### src/rtl/direction_scheduler_if.sv
// Handshake bundle between the input/game-control side and the direction scheduler.
// Also carries the shared direction encoding so RTL and bench agree on it.
`ifndef LEFT_DIR
`define LEFT_DIR  2'b00
`endif
`ifndef RIGHT_DIR
`define RIGHT_DIR 2'b01
`endif
`ifndef UP_DIR
`define UP_DIR    2'b10
`endif
`ifndef DOWN_DIR
`define DOWN_DIR  2'b11
`endif

interface direction_scheduler_if #(
    parameter int DEPTH = 4
);
    logic [1:0]              i_dir;
    logic                    i_dir_valid;
    logic                    i_game_start;
    logic                    i_pause;
    logic                    i_game_over;
    logic [1:0]              o_direction;
    logic                    o_move;
    logic [$clog2(DEPTH):0]  o_count;
    logic                    o_drop;
    logic                    o_running;

    modport master (
        output i_dir, i_dir_valid, i_game_start, i_pause, i_game_over,
        input  o_direction, o_move, o_count, o_drop, o_running
    );

    modport slave (
        input  i_dir, i_dir_valid, i_game_start, i_pause, i_game_over,
        output o_direction, o_move, o_count, o_drop, o_running
    );
endinterface

### src/rtl/direction_scheduler.sv
// Snake direction scheduler: paces moves with a tick counter and buffers
// turn requests in a small FIFO, applying one queued turn per move.
module direction_scheduler #(
    parameter int DEPTH       = 4,
    parameter int TICK_CYCLES = 25_000_000
) (
    input  logic                   i_clock,
    input  logic                   i_reset,
    direction_scheduler_if.slave   bus
);
    localparam int PW = $clog2(DEPTH);
    localparam int NW = PW + 1;
    localparam int CW = $clog2(TICK_CYCLES);
    localparam logic [CW-1:0] TICK_LAST = CW'(TICK_CYCLES - 1);

    typedef enum logic [1:0] {IDLE, RUN, PAUSED} state_t;

    state_t          state_q, state_d;
    logic [CW-1:0]   cnt_q, cnt_d;
    logic            move_q, move_d;
    logic            drop_q, drop_d;
    logic            running_q, running_d;
    logic [1:0]      dir_q, dir_d;
    logic [NW-1:0]   count_q, count_d;
    logic [PW-1:0]   rd_q, rd_d, wr_q, wr_d;
    logic [1:0]      fifo_q [DEPTH];

    logic [PW-1:0]   last_ptr;
    logic [1:0]      ref_dir;
    logic            req, redundant, full, enq, deq;

    always_comb begin
        last_ptr  = wr_q - PW'(1);
        ref_dir   = (count_q != '0) ? fifo_q[last_ptr] : dir_q;
        req       = bus.i_dir_valid && (state_q == RUN) && !bus.i_game_over;
        // Reversing straight into the body is as useless as repeating a turn.
        redundant = (bus.i_dir == ref_dir) || (bus.i_dir == (ref_dir ^ 2'b01));
        full      = (count_q == NW'(DEPTH));
        enq       = req && !redundant && (!full || move_q);
        drop_d    = req && !redundant && full && !move_q;
        deq       = move_q && (count_q != '0) && !bus.i_game_over;

        state_d = state_q;
        cnt_d   = cnt_q;
        case (state_q)
            IDLE: begin
                cnt_d = '0;
                if (bus.i_game_start) state_d = RUN;
            end
            RUN: begin
                cnt_d = (cnt_q == TICK_LAST) ? '0 : cnt_q + CW'(1);
                if (bus.i_pause) state_d = PAUSED;
            end
            PAUSED: begin
                if (bus.i_pause) state_d = RUN;
            end
            default: begin
                state_d = IDLE;
                cnt_d   = '0;
            end
        endcase
        if (bus.i_game_over) begin
            state_d = IDLE;
            cnt_d   = '0;
        end

        move_d    = (state_d == RUN) && (cnt_d == TICK_LAST);
        running_d = (state_d == RUN);
        dir_d     = deq ? fifo_q[rd_q] : dir_q;

        rd_d    = deq ? rd_q + PW'(1) : rd_q;
        wr_d    = enq ? wr_q + PW'(1) : wr_q;
        count_d = count_q;
        case ({enq, deq})
            2'b10:   count_d = count_q + NW'(1);
            2'b01:   count_d = count_q - NW'(1);
            default: count_d = count_q;
        endcase
        if (bus.i_game_over) begin
            rd_d    = '0;
            wr_d    = '0;
            count_d = '0;
        end
    end

    always_ff @(posedge i_clock or posedge i_reset) begin
        if (i_reset) begin
            state_q   <= IDLE;
            cnt_q     <= '0;
            move_q    <= 1'b0;
            drop_q    <= 1'b0;
            running_q <= 1'b0;
            dir_q     <= `LEFT_DIR;
            count_q   <= '0;
            rd_q      <= '0;
            wr_q      <= '0;
            for (int i = 0; i < DEPTH; i++) fifo_q[i] <= `LEFT_DIR;
        end else begin
            state_q   <= state_d;
            cnt_q     <= cnt_d;
            move_q    <= move_d;
            drop_q    <= drop_d;
            running_q <= running_d;
            dir_q     <= dir_d;
            count_q   <= count_d;
            rd_q      <= rd_d;
            wr_q      <= wr_d;
            if (enq) fifo_q[wr_q] <= bus.i_dir;
        end
    end

    assign bus.o_direction = dir_q;
    assign bus.o_move      = move_q;
    assign bus.o_count     = count_q;
    assign bus.o_drop      = drop_q;
    assign bus.o_running   = running_q;
endmodule

### src/flat_wrapper.sv
// flat-port wrapper written by rule: the top's interface ports become plain ports
module direction_scheduler_flat 
#(
    parameter int DEPTH       = 4,
    parameter int TICK_CYCLES = 25_000_000
)
  (i_clock, i_reset, bus_i_dir, bus_i_dir_valid, bus_i_game_start, bus_i_pause, bus_i_game_over, bus_o_direction, bus_o_move, bus_o_count, bus_o_drop, bus_o_running);
  direction_scheduler_if #(.DEPTH(DEPTH)) bus_i ();
  input  logic i_clock;
  input  logic i_reset;
  input wire logic [$bits(bus_i.i_dir)-1:0] bus_i_dir;
  input wire logic [$bits(bus_i.i_dir_valid)-1:0] bus_i_dir_valid;
  input wire logic [$bits(bus_i.i_game_start)-1:0] bus_i_game_start;
  input wire logic [$bits(bus_i.i_pause)-1:0] bus_i_pause;
  input wire logic [$bits(bus_i.i_game_over)-1:0] bus_i_game_over;
  output wire logic [$bits(bus_i.o_direction)-1:0] bus_o_direction;
  output wire logic [$bits(bus_i.o_move)-1:0] bus_o_move;
  output wire logic [$bits(bus_i.o_count)-1:0] bus_o_count;
  output wire logic [$bits(bus_i.o_drop)-1:0] bus_o_drop;
  output wire logic [$bits(bus_i.o_running)-1:0] bus_o_running;
  assign bus_i.i_dir = bus_i_dir;
  assign bus_i.i_dir_valid = bus_i_dir_valid;
  assign bus_i.i_game_start = bus_i_game_start;
  assign bus_i.i_pause = bus_i_pause;
  assign bus_i.i_game_over = bus_i_game_over;
  assign bus_o_direction = bus_i.o_direction;
  assign bus_o_move = bus_i.o_move;
  assign bus_o_count = bus_i.o_count;
  assign bus_o_drop = bus_i.o_drop;
  assign bus_o_running = bus_i.o_running;
  direction_scheduler #(.DEPTH(DEPTH), .TICK_CYCLES(TICK_CYCLES)) u_core (.i_clock(i_clock), .i_reset(i_reset), .bus(bus_i));
endmodule
### config.mk
export PLATFORM = sky130hd
export DESIGN_NAME = direction_scheduler_flat
export DESIGN_NICKNAME = d
export VERILOG_FILES = /design/src/rtl/direction_scheduler_if.sv /design/src/rtl/direction_scheduler.sv /design/src/flat_wrapper.sv
export SDC_FILE = /design/constraint.sdc
export NUM_CORES = 1
export LEC_CHECK = 0
export CAP_MARGIN = 10
export CORE_MARGIN = 3
export CORE_UTILIZATION = 40
export DETAILED_ROUTE_END_ITERATION = 8
export PLACE_DENSITY_LB_ADDON = 0.2
export SLEW_MARGIN = 30
export SYNTH_ARGS = -nofsm -noshare
export SYNTH_HDL_FRONTEND = slang
export SYNTH_SLANG_ARGS = --single-unit
### constraint.sdc
create_clock -name i_clock -period 4.2 [get_ports i_clock]
set_input_delay 1.26 -clock i_clock [delete_from_list [all_inputs] [get_ports i_clock]]
set_output_delay 1.26 -clock i_clock [all_outputs]
set_load 0.05 [all_outputs]
==> impl_metrics.sql <==
INSERT INTO impl_metrics (metric_group, metric, value, unit) VALUES
('sta', 'worst-slew-pin-transition', '0.734', 'ns'),
('drt', 'route.detailed.vias_per_inst', '5.90', ''),
('power_and_ir_drop', 'peakVddDrop', '0.133', 'mV'),
('clock_network', 'worst_setup_hold_path_clk_slew', '0.10', 'ns'),
('logic_synthesis', 'synth-edff-count', '0', ''),
('cells_and_area', 'mostFrequentLayoutCells', 'dfrtp_1 (47), nand2_1 (29), nor2_1 (20)', ''),
('setup_path', 'worstPathRequired', '4.42', 'ns'),
('clock_network', 'clkSinkCount', '47', ''),
('placed_design', 'gpl.final_weighted_congestion', '0.909', ''),
('sta', 'fmax', '305', 'MHz'),
('grt', 'grt_remaining_overflow', '0', ''),
('setup_path', 'critPathMaxFanout', '7', ''),
('floorplan', 'num_io_pins', '16', ''),
('grt', 'pin_count_of_the_biggest_net_entering_global_routing', '48', ''),
('drt', 'detailedRoute.firstPassIterationCount', '4', ''),
('setup_path', 'setup.worst_path.class', 'in -> reg', ''),
('floorplan', 'initial_utilization', '42.5', '%'),
('grt', 'grt_pass1_wl', '12800', 'um'),
('sta', 'report.final.slew_viol_count', '0', ''),
('clock_network', 'clock-root-buffer', 'clkbuf_8', ''),
('drt', 'detail_route.drc_violations', '0', ''),
('power_and_ir_drop', 'pwr-share-comb', '15.0', '%'),
('setup_path', 'worst_ep_arrival_time', '3.49', 'ns'),
('drt', 'drt_iter0_drc', '160', ''),
('grt', 'via_count_of_the_first_global_routing_pass', '2464', ''),
('sta', 'timing.final.hold_violations', '0', ''),
('floorplan', 'die_area', '9010', 'um2'),
('power_and_ir_drop', 'sw_frac_of_total', '26.9', '%'),
('setup_path', 'crit_path_end_kind', 'flop', ''),
('power_and_ir_drop', 'total_power', '986', 'uW'),
('power_and_ir_drop', 'power_frac_clock', '36.5', '%'),
('logic_synthesis', 'synthesis.area_per_instance', '9.77', 'um2'),
('drt', 'dr_total_vias', '2550', ''),
('floorplan', 'design.core.area', '7450', 'um2'),
('clock_network', 'post_cts_hold_buffer_count', '0', ''),
('sta', 'grt_setup_unrepaired', 'no', ''),
('logic_synthesis', 'synth-simple-area-share', '24.8', '%'),
('placed_design', 'detailed_place_hpwl', '5370', 'um'),
('setup_path', 'worst_setup_path_start_kind', 'primary input', ''),
('cells_and_area', 'finalNetCount', '350', ''),
('clock_network', 'cts.repair.resized', '0', ''),
('logic_synthesis', 'main_combinational_cell_family_by_area_after_synthesis', 'simple AND/OR/NAND/NOR gates', ''),
('run', 'max-cap-violations', '0', ''),
('cells_and_area', 'final_layout_size_suffix_gt1_share', '15.3', '%'),
('logic_synthesis', 'synthAdderAreaFrac', '4.19', '%'),
('logic_synthesis', 'post_synth_num_cell_types', '72', ''),
('logic_synthesis', 'muxShareOfSynthArea', '6.33', '%'),
('clock_network', 'tritoncts', 'built', ''),
('sta', 'post-route-min-period', '3.28', 'ns'),
('logic_synthesis', 'ys_dominant_reg_cell', 'dfrtp_1', ''),
('clock_network', 'cts_buffer_depth', '2', ''),
('outcome', 'outcome', 'finished, final reports clean', ''),
('floorplan', 'floorplan.rows', '31', ''),
('hold_path', 'holdCritPathClass', 'reg -> reg', ''),
('grt', 'antenna_found_initial', '0', ''),
('sta', 'worst_clock_skew', '0.0147', 'ns'),
('floorplan', 'die_y', '94.9', 'um'),
('logic_synthesis', 'synth.net_count', '342', ''),
('drt', 'detail_route.wl_per_cell', '17.5', 'um'),
('sta', 'finalCritPeriodShare', '78.0', '%'),
('placed_design', 'place.port_buffers', '15', ''),
('drt', 'ant_nets', '0', ''),
('logic_synthesis', 'async_set_or_reset_flop_fraction_in_the_synthesized_netlist', '100', '%'),
('sta', 'fin_tns_setup', '0', 'ns'),
('logic_synthesis', 'ys.warnings.count', '0', ''),
('power_and_ir_drop', 'leakagePower', '0.00139', 'uW'),
('sta', 'timing.max_slew.rel_slack', '51.0', '%'),
('power_and_ir_drop', 'fraction_of_power_consumed_by_sequential_logic', '48.5', '%'),
('floorplan', 'floorplan.die.width', '94.9', 'um'),
('logic_synthesis', 'synth_compound_gate_area_share', '19.4', '%'),
('cells_and_area', 'mostFrequentLayoutCell', 'dfrtp_1', '');
## power groups by stage
| stage | Sequential (uW) | Clock, uW | Combinational, uW |
|---|---|---|---|
| after global placement | 486 | 0 | 145 |
| after detailed placement | 487 | 0 | 147 |
| after CTS | 478 | 375 | 148 |
| final | 478 | 360 | 148 |
| after global routing | 481 | 394 | 161 |
| after floorplan | 491 | 0 | 99.5 |
## through the flow
step	utilization (%)	hold slack [ns]	std cells	setup slack, ns	instance area [um2]
after floorplan	-	0.474	324	1.13	3160
after global placement	44.6	0.485	424	0.765	3320
after detailed placement	44.6	0.494	424	0.693	3320
after CTS	46.3	0.515	432	0.995	3450
after global routing	46.3	0.534	432	0.761	3450
final	46.3	0.512	432	0.924	3450
## cells by family after synthesis
family | after synthesis
AO/OA/AOI/OAI | 83
XOR/XNOR | 7
adder cells (fa/ha/maj) | 10
buffers and inverters | 31
flip-flops | 47
multiplexers | 15
AND/OR/NAND/NOR | 131
## synth_stat cells (all sizes together) (2+ instances only)
library cell	number	area share, %
o311ai	2	0.55
mux2i	2	0.63
clkbuf	10	1.9
nor4	6	1.8
o21a	4	0.99
nor2b	3	0.59
nor4b	4	1.5
nand3b	2	0.47
nand2b	2	0.40
buf	8	2.8
nor3	11	1.7
and2	8	1.6
a211oi	4	0.95
nand2	29	3.4
o31ai	4	1.1
o22ai	2	0.40
o41ai	3	1.1
xnor2	5	1.4
mux4	3	2.1
nand3	13	2.4
and4	2	0.63
xor2	2	0.55
ha	9	3.6
nand4	12	3.5
a22o	2	0.55
nor2	20	2.4
a21oi	13	2.1
o21ai	16	3.0
and3	4	0.79
nand4b	3	0.83
mux2	10	3.6
or3	7	1.4
a22oi	3	0.71
inv	13	1.5
a311oi	2	0.75
dfrtp	47	37
a31oi	11	2.2
a21o	8	1.9
## path summary, 6_finish.rpt
kind,start,to,slack [ns],cells after the start
worst max-delay path,bus_i_game_over,u_core.bus.o_move$_DFF_PP0_,0.92,8
worst min-delay path,u_core.fifo_q[4]$_DFFE_PP0P_,u_core.fifo_q[4]$_DFFE_PP0P_,0.51,1
worst max register to register,u_core.state_q[1]$_DFF_PP0_,u_core.bus.o_move$_DFF_PP0_,1.24,8
worst min register to register,u_core.fifo_q[4]$_DFFE_PP0P_,u_core.fifo_q[4]$_DFFE_PP0P_,0.51,1
max in group asynchronous,i_reset,u_core.cnt_q[22]$_DFF_PP0_,2.38,2
min in group asynchronous,i_reset,u_core.fifo_q[6]$_DFFE_PP0P_,1.38,2
## flip-flops by register name (all words and copies together) (netlist names)
name / flops
u_core.bus.o_running: 1
u_core.bus.o_direction: 2
u_core.fifo_q: 8
u_core.state_q: 2
u_core.wr_q: 2
u_core.bus.o_move: 1
u_core.rd_q: 2
u_core.cnt_q: 25
u_core.bus.o_count: 3
u_core.bus.o_drop: 1
## routing by layer
metal  share of wire (%)  GRT usage, %
met1                  50          27.4
met4                 1.0          4.81
met2                  43          26.3
met3                 5.9          4.22
met5                   0             0
## worst max-delay path, stage by stage
cell and delay, ns:
clkdlybuf4s50_1 0.49, and2b_2 0.32, and2_1 0.17, o21a_1 0.28, a21oi_1 0.13, nor4_1 0.36
nand4_1 0.18, nor4_2 0.29
## area by class of cell
type	count	area, um2
well taps	99	124
fillers	733	4000
inverters	13	51.3
repair buffers	19	180
multi-input cells	246	1790
flip-flops and latches	47	1180
clock inverters	2	38.8
clock buffers	6	82.6
No activity file was read; power rests on OpenSTA's default activity.
